## config.mk

```make
export PLATFORM = sky130hd
export DESIGN_NAME = lc3_memaccess_seq
export DESIGN_NICKNAME = d
export VERILOG_FILES = /design/src/rtl/lc3_memaccess_seq.sv
export SDC_FILE = /design/constraint.sdc
export NUM_CORES = 1
export LEC_CHECK = 0
export CAP_MARGIN = 0
export CORE_UTILIZATION = 35
export CTS_CLUSTER_DIAMETER = 40
export DETAILED_ROUTE_END_ITERATION = 6
export PLACE_DENSITY = 0.7
export SLEW_MARGIN = 20
export SYNTH_ARGS = -nofsm -noshare
export SYNTH_HDL_FRONTEND = slang
export SYNTH_SLANG_ARGS = --single-unit
```

## constraint.sdc

```tcl
create_clock -name clock -period 5.05 [get_ports clock]
set_clock_uncertainty 0.1 [all_clocks]
set_input_delay 1.515 -clock clock [delete_from_list [all_inputs] [get_ports clock]]
set_output_delay 1.515 -clock clock [all_outputs]
set_load 0.005 [all_outputs]
```

## src/rtl/lc3_memaccess_seq.sv

```systemverilog
// LC-3 MemAccess sequencer: one load/store per handshake, LDI/STI pointer fetch, held response.
// Optional per-phase request timeout when MEMACCESS_TIMEOUT_EN is defined.
module lc3_memaccess_seq #(
  parameter int DATA_W      = 16,
  parameter int ADDR_W      = 16,
  parameter int TIMEOUT_CYC = 15
) (
  input  logic              clock,
  input  logic              reset,
  input  logic              op_valid,
  output logic              op_ready,
  input  logic              op_write,
  input  logic              M_Control,
  input  logic [ADDR_W-1:0] M_Addr,
  input  logic [DATA_W-1:0] M_Data,
  output logic [1:0]        mem_state,
  output logic              DMem_req,
  output logic              DMem_we,
  output logic [ADDR_W-1:0] DMem_addr,
  output logic [DATA_W-1:0] DMem_din,
  input  logic              DMem_ready,
  input  logic [DATA_W-1:0] DMem_dout,
  output logic              resp_valid,
  input  logic              resp_ready,
  output logic [DATA_W-1:0] resp_data,
  output logic              resp_err
);

  // Handshakes: a transfer happens on a rising edge where valid && ready are both high;
  // op_ready is high only in IDLE, DMem_ready completes one request phase, resp_valid holds until resp_ready.
  typedef enum logic [1:0] {IDLE, PTR, ACC, RESP} state_t;

  state_t              r_state;
  state_t              w_state_nxt;
  logic                r_write;
  logic [ADDR_W-1:0]   r_addr;
  logic [DATA_W-1:0]   r_data;
  logic [DATA_W-1:0]   r_resp_data;
  logic                w_in_req;
  logic                w_timeout;

  assign w_in_req = (r_state == PTR) || (r_state == ACC);

`ifdef MEMACCESS_TIMEOUT_EN
  localparam int CNT_W = $clog2(TIMEOUT_CYC + 1);

  logic [CNT_W-1:0] r_cnt;
  logic             r_err;

  // Final unanswered request cycle of a phase aborts it.
  assign w_timeout = w_in_req && !DMem_ready && (r_cnt == CNT_W'(TIMEOUT_CYC - 1));

  always_ff @(posedge clock or negedge reset) begin
    if (!reset) begin
      r_cnt <= '0;
    end else if (!w_in_req || (w_state_nxt != r_state)) begin
      r_cnt <= '0;
    end else begin
      r_cnt <= r_cnt + 1'b1;
    end
  end

  always_ff @(posedge clock or negedge reset) begin
    if (!reset) begin
      r_err <= 1'b0;
    end else if ((r_state == ACC) && DMem_ready) begin
      r_err <= 1'b0;
    end else if (w_timeout) begin
      r_err <= 1'b1;
    end
  end

  assign resp_err = r_err;
`else
  assign w_timeout = 1'b0;
  assign resp_err  = 1'b0;
`endif

  always_ff @(posedge clock or negedge reset) begin
    if (!reset) begin
      r_state <= IDLE;
    end else begin
      r_state <= w_state_nxt;
    end
  end

  always_comb begin
    w_state_nxt = r_state;
    case (r_state)
      IDLE: if (op_valid) w_state_nxt = M_Control ? PTR : ACC;
      PTR: begin
        if (DMem_ready) w_state_nxt = ACC;
        else if (w_timeout) w_state_nxt = RESP;
      end
      ACC:  if (DMem_ready || w_timeout) w_state_nxt = RESP;
      RESP: if (resp_ready) w_state_nxt = IDLE;
      default: w_state_nxt = IDLE;
    endcase
  end

  // r_addr holds the pointer address, then the fetched effective address.
  always_ff @(posedge clock or negedge reset) begin
    if (!reset) begin
      r_write     <= 1'b0;
      r_addr      <= '0;
      r_data      <= '0;
      r_resp_data <= '0;
    end else begin
      case (r_state)
        IDLE: begin
          if (op_valid) begin
            r_write <= op_write;
            r_addr  <= M_Addr;
            r_data  <= M_Data;
          end
        end
        PTR: begin
          if (DMem_ready) r_addr <= DMem_dout[ADDR_W-1:0];
          else if (w_timeout) r_resp_data <= '0;
        end
        ACC: begin
          if (DMem_ready) r_resp_data <= r_write ? '0 : DMem_dout;
          else if (w_timeout) r_resp_data <= '0;
        end
        default: ;
      endcase
    end
  end

  always_comb begin
    mem_state = 2'b11;
    case (r_state)
      PTR:     mem_state = 2'b01;
      ACC:     mem_state = r_write ? 2'b10 : 2'b00;
      default: mem_state = 2'b11;
    endcase
  end

  assign op_ready   = (r_state == IDLE);
  assign DMem_req   = w_in_req;
  assign DMem_we    = (r_state == ACC) && r_write;
  assign DMem_addr  = r_addr;
  assign DMem_din   = r_data;
  assign resp_valid = (r_state == RESP);
  assign resp_data  = r_resp_data;

endmodule

```

==> results of run 1 <==
## power breakdown
| group | internal, mW | total (mW) | switching (mW) |
|---|---|---|---|
| logic | 0.707 | 1.09 | 0.379 |
| registers | 0.605 | 0.702 | 0.0971 |
| clock network | 0.125 | 0.253 | 0.128 |
| total | 1.44 | 2.04 | 0.604 |
## worst max-delay path: stages, from the launching register on
cell and delay, ns:
dfrtp_1 0.40, inv_1 0.11, ha_1 0.25, inv_1 0.11, mux2i_1 0.20, clkdlybuf4s50_1 0.53
## layout by cell type (no fill, tap or decap)
cell | netlist | layout
clkbuf_8 | 0 | 7
mux2_4 | 11 | 11
o21ai_0 | 16 | 16
clkdlybuf4s50_1 | 0 | 107
nor2_1 | 2 | 2
mux2i_1 | 5 | 5
and2_4 | 1 | 1
nand2_1 | 34 | 34
mux2_2 | 39 | 39
clkinv_1 | 1 | 1
buf_4 | 1 | 1
o221ai_1 | 1 | 1
inv_1 | 5 | 5
buf_2 | 1 | 1
clkbuf_1 | 5 | 1
ha_1 | 6 | 6
conb_1 | 1 | 1
dfrtp_1 | 51 | 51
nand2b_1 | 1 | 1
## flip-flops by register name, indices dropped and copies added, names as in the netlist
signal     cells
DMem_addr     16
DMem_din      16
r_state        2
r_write        1
resp_data     16
## area by class of cell
cell class / instances / share of cell area [%]
repair buffers: 109 / 30.5
multi-input cells: 117 / 27.4
flip-flops and latches: 51 / 35.9
clock buffers: 8 / 2.82
well taps: 77 / 2.71
inverters: 6 / 0.634
## logic make-up (layout without fill, tap and decap cells)
group	count (synthesis)	after routing	synth area share, %
muxes	55	55	27.9
DFF	51	51	54.4
and+or+nand+nor	38	38	6.40
AOI/OAI and AO/OA	17	17	3.79
buffers and inverters	16	123	4.11
adders and majority gates	6	6	3.20
other	1	1	0.160
## Yosys cell counts (2+ instances only)
master and count:
o21ai_0 16, inv_1 5, nor2_1 2, ha_1 6, mux2i_1 5, nand2_1 34, clkbuf_1 5, mux2_2 39
mux2_4 11, dfrtp_1 51, buf_6 2
## worst min-delay path by stage
stage	from	end	cells past startpoint
floorplan	resp_data[0]	resp_data[0]	2
global placement	resp_data[2]	resp_data[2]	2
detailed placement	resp_data[2]	resp_data[2]	2
CTS	resp_data[2]	resp_data[2]	2
global route	resp_data[15]	resp_data[15]	2
finish	resp_data[9]	resp_data[9]	2
## per-layer routing
metal  wire [µm]  vias to the layer above
met5           0                        -
met4          70                        0
met3         547                        8
met2        2360                       70
met1        2150                      817
li1            -                      825
==> results.md, run 1 <==
* Slew Viols, Final at 0
* Final instance area at 3550 µm²
* Leading area contributor after synthesis: dfrtp_1
* Worst Setup End Kind: output port
* Status: finished, violations left
* Slew @ Worst Pin at 0.832 ns
* Global-route wire length before repair at 8760 µm
* Max Cap Viol at 0
* Seq/Total Area, Yosys at 54.4%
* Hold WC Path Type: flop to flop
* Nets@finish at 351
* Bufs on Longest Clock Path at 2
* CP Launch Point: r_state[0]
* Final wirelength at 5120 µm
* RSZ-0062 raised after global routing: no
* Synthesized flop and latch total at 51
* Cts hold-fix bufs at 0
* Multi-input gate area at 972 µm²
* Drc violations at 15
* CTS tree: yes
* Register-to-register setup slack at 2.55 ns
* Critical path class: flop to output port
* Hold slack at 0.384 ns
* Worst-path clk slew at 0.09 ns
* R2r endpoint: DMem_addr[5]
* Fin cells at 368
* Setup-failing EPs final at 0
* Filler cells at 564
* Ys flop type: dfrtp_1
* Synthesized instance count at 184
* Register area at 1280 µm²
* Top cells by area, synth: dfrtp_1 54%, mux2_2 19%, mux2_4 7.0%
* Slew HR at 44.6%
* Reg-to-Reg Start: r_state[1]
* DP Wirelength at 3720 µm
* Post-synthesis net count at 245
* IO Count at 110
* Post-synth EDFFs at 0
* Chip Width at 83.9 µm
* Critical-path maximum fanout at 4
* Area Growth Syn to Fin at 51.4%
* Clk Latency, worst-skew pair at 0.30 ns
* Core area at 6420 µm²
* Drt first pass iters at 6
* Vias per inst at 4.67
* Share of cells above drive strength 1 at 20.6%
* Htree depth at 2
* Met1 usage at 20.2%
* Die outline area at 7030 µm²
* GPL Wtd Cong at 0.711
* Met3 Use GR at 6.23%
* GR peak layer: met2
* # rows at 29
* Mean routed wirelength per cell at 13.9 µm
* Violated checks: design-rule violations
* Final setup TNS at 0 ns
* Lkg Pwr at 1.53 nW
* Worst VDD drop at 0.248 mV
* Cell count after placement at 360
* Routed Antenna Nets at 0
* Initial antenna violation count at 0
* Met2 Use GR at 25.0%
* P per Cell Area at 575 nW/µm²
* Yosys cell types at 19
* Initial Utilization at 36.5%
* CTS Root Cell: clkbuf_8
* Vias after detailed routing at 1720
* Layout Utilization at 55.3%
* Dpl ws at 1.86 ns
* Syn Area/Cell at 12.7 µm²
* Final WS setup at 1.53 ns
* Total gr overflow at 0
* Req. time, crit path at 3.44 ns
* PostCTS Resize Cnt at 0
* Final min period at 3.52 ns
* IO Port Bufs at 108
* Largest net degree at the start of global routing at 45
* Vias in the first global route at 1836
* 1st-iter DRT viols at 125
* Share of flip-flops with an asynchronous set or reset after synthesis at 100%
* Final period utilization at 69.7%
* Startpoint Class: flop
* Final-report hold violation count at 0
* Diodes inserted at 0
* DIE HEIGHT at 83.9 µm
* Area share of the largest cell type after synthesis at 54.4%
* CTS Buf Count at 5
* GRT Total Usage at 15.9%
* Max Clk Rate at 284 MHz
* Critical Path Sink: mem_state[1]
* Critical path data arrival time at 1.90 ns
* Post CTS Setup Buffer Count at 0
* Cell Area, Placed at 3450 µm²
* Synth warn at 0
* Final Power at 2.04 mW
* Clk sinks at 51
* Mapped cell area at 2340 µm²
* R2R cell count at 5
(Power assumes the default switching activity.)
==> run 2: changes to the inputs <==
clock period = 3.4 ns   (was 5.05 ns; I/O delays follow)
==> results.md, run 2 (synthesized netlist as in run 1, its figures left out) <==
* Initial antenna violation count at 0 (unchanged)
* Final instance area at 3570 µm² (was 3550 µm²)
* IO Count at 110 (unchanged)
* Violated checks: design-rule violations (unchanged)
* Worst-path clk slew at 0.09 ns (about the same)
* Drt first pass iters at 6 (unchanged)
* P per Cell Area at 850 nW/µm² (was 575 nW/µm²)
* Chip Width at 83.9 µm (unchanged)
* DP Wirelength at 3790 µm (was 3720 µm)
* Drc violations at 12 (was 15)
* Die outline area at 7030 µm² (unchanged)
* CTS tree: yes (unchanged)
* Hold Path End: resp_data[4] (was resp_data[9])
* Register area at 1280 µm² (unchanged)
* R2R cell count at 6 (was 5)
* Worst Setup End Kind: output port (unchanged)
* PostCTS Resize Cnt at 0 (unchanged)
* 1st-iter DRT viols at 59 (was 125)
* GRT Total Usage at 15.7% (was 15.9%)
* Global-route wire length before repair at 8770 µm (was 8760 µm)
* Final period utilization at 87.4%
* Clk sinks at 51 (unchanged)
* Final min period at 2.97 ns
* Vias after detailed routing at 1711 (was 1720)
* CTS Buf Count at 5 (unchanged)
* Vias per inst at 4.61 (was 4.67)
* Slew @ Worst Pin at 0.902 ns (was 0.832 ns)
* Startpoint Class: flop (unchanged)
* Share of cells above drive strength 1 at 21.8% (was 20.6%)
* R2r endpoint: DMem_addr[4] (was DMem_addr[5])
* Vias in the first global route at 1757 (was 1836)
* Most frequent cells in the layout: 107 x clkdlybuf4s50_1, 51 x dfrtp_1, 39 x mux2_2 (unchanged)
* Critical-path maximum fanout at 4 (unchanged)
* Clk Latency, worst-skew pair at 0.29 ns (was 0.30 ns)
* Htree depth at 2 (unchanged)
* Max Cap Viol at 0 (unchanged)
* IO Port Bufs at 108 (unchanged)
* Final-report hold violation count at 0 (unchanged)
* CTS Root Cell: clkbuf_8 (unchanged)
* Hold WC Path Type: flop to flop (unchanged)
* RSZ-0062 raised after global routing: no (unchanged)
* # rows at 29 (unchanged)
* Final wirelength at 5230 µm (was 5120 µm)
* Max Clk Rate at 336 MHz
* Final setup TNS at 0 ns (unchanged)
* Cts hold-fix bufs at 0 (unchanged)
* GPL Wtd Cong at 0.718 (was 0.711)
* Nets@finish at 355 (was 351)
* Req. time, crit path at 2.28 ns (was 3.44 ns)
* Largest net degree at the start of global routing at 41 (was 45)
* Lkg Pwr at 1.55 nW (was 1.53 nW)
* Cell Area, Placed at 3480 µm² (was 3450 µm²)
* Reg-to-Reg Start: r_state[1] (unchanged)
* Post CTS Setup Buffer Count at 0 (unchanged)
* Commonest non-fill, non-tap cell in the layout: clkdlybuf4s50_1 (unchanged)
* Slew HR at 39.9% (was 44.6%)
* Total gr overflow at 0 (unchanged)
* Hold Path Depth at 2 (unchanged)
* Bufs on Longest Clock Path at 2 (unchanged)
* Setup-failing EPs final at 0 (unchanged)
* Multi-input gate area at 972 µm² (unchanged)
* DIE HEIGHT at 83.9 µm (unchanged)
* Area Growth Syn to Fin at 52.2% (was 51.4%)
* Register-to-register setup slack at 1.28 ns (was 2.55 ns)
* Core area at 6420 µm² (unchanged)
* Critical path class: flop to output port (unchanged)
* Filler cells at 551 (was 564)
* Routed Antenna Nets at 0 (unchanged)
* Hold Path Origin: resp_data[4] (was resp_data[9])
* Initial Utilization at 36.5% (unchanged)
* Diodes inserted at 0 (unchanged)
* Critical path data arrival time at 1.85 ns (was 1.90 ns)
* Mean routed wirelength per cell at 14.1 µm (was 13.9 µm)
* Slew Viols, Final at 0 (unchanged)
* Status: finished, violations left (unchanged)
* Worst VDD drop at 0.375 mV (was 0.248 mV)
run 2: final cells by class:
cell class / count / area share [%]
inverters: 6 / 0.631
well taps: 77 / 2.70
clock buffers: 6 / 2.31
repair buffers: 113 / 31.2
flip-flops and latches: 51 / 35.8
multi-input cells: 117 / 27.2
clock inverters: 1 / 0.140
run 2: where the power goes:
group	switching (mW)	internal, mW	total (mW)
registers	0.152	0.898	1.05
clock network	0.186	0.160	0.346
logic	0.573	1.07	1.64
total	0.910	2.12	3.03
run 2: routing by layer:
metal	GRT usage [%]	share of wire, %	vias up
li1	-	-	829
met1	20.6	45	806
met2	24.9	45	71
met3	5.64	9.4	5
met4	3.76	0.65	0
met5	0	0	-
run 2: worst max-delay path by stage:
stage / startpoint / endpoint / slack (ns) / cells after the start
after global placement: r_state[0] / mem_state[1] / 0.77 / 5
after detailed placement: r_state[0] / mem_state[1] / 0.73 / 5
final: r_state[0] / mem_state[1] / 0.43 / 5
after floorplan: DMem_ready / DMem_addr[10] / 1.22 / 5
after global routing: r_state[0] / mem_state[1] / 0.34 / 5
after CTS: r_state[0] / mem_state[1] / 0.41 / 5
run 2: through the flow:
stage / total power, mW / hold WS [ns] / worst slack, ns / cells / util (%)
final: 3.03 / 0.385 / 0.428 / 371 / 55.6
after global routing: 3.26 / 0.402 / 0.339 / 371 / 55.6
after CTS: 3.09 / 0.390 / 0.407 / 371 / 55.6
after detailed placement: 2.72 / 0.369 / 0.729 / 364 / 54.2
after global placement: 2.70 / 0.363 / 0.769 / 364 / 54.2
after floorplan: 1.92 / 0.373 / 1.22 / 184 / -
run 2: worst max-delay path, stage by stage, from the launching register on:
cell	delay, ns
dfrtp_1	0.40
inv_1	0.10
ha_1	0.24
inv_1	0.11
mux2i_1	0.19
clkdlybuf4s50_1	0.51
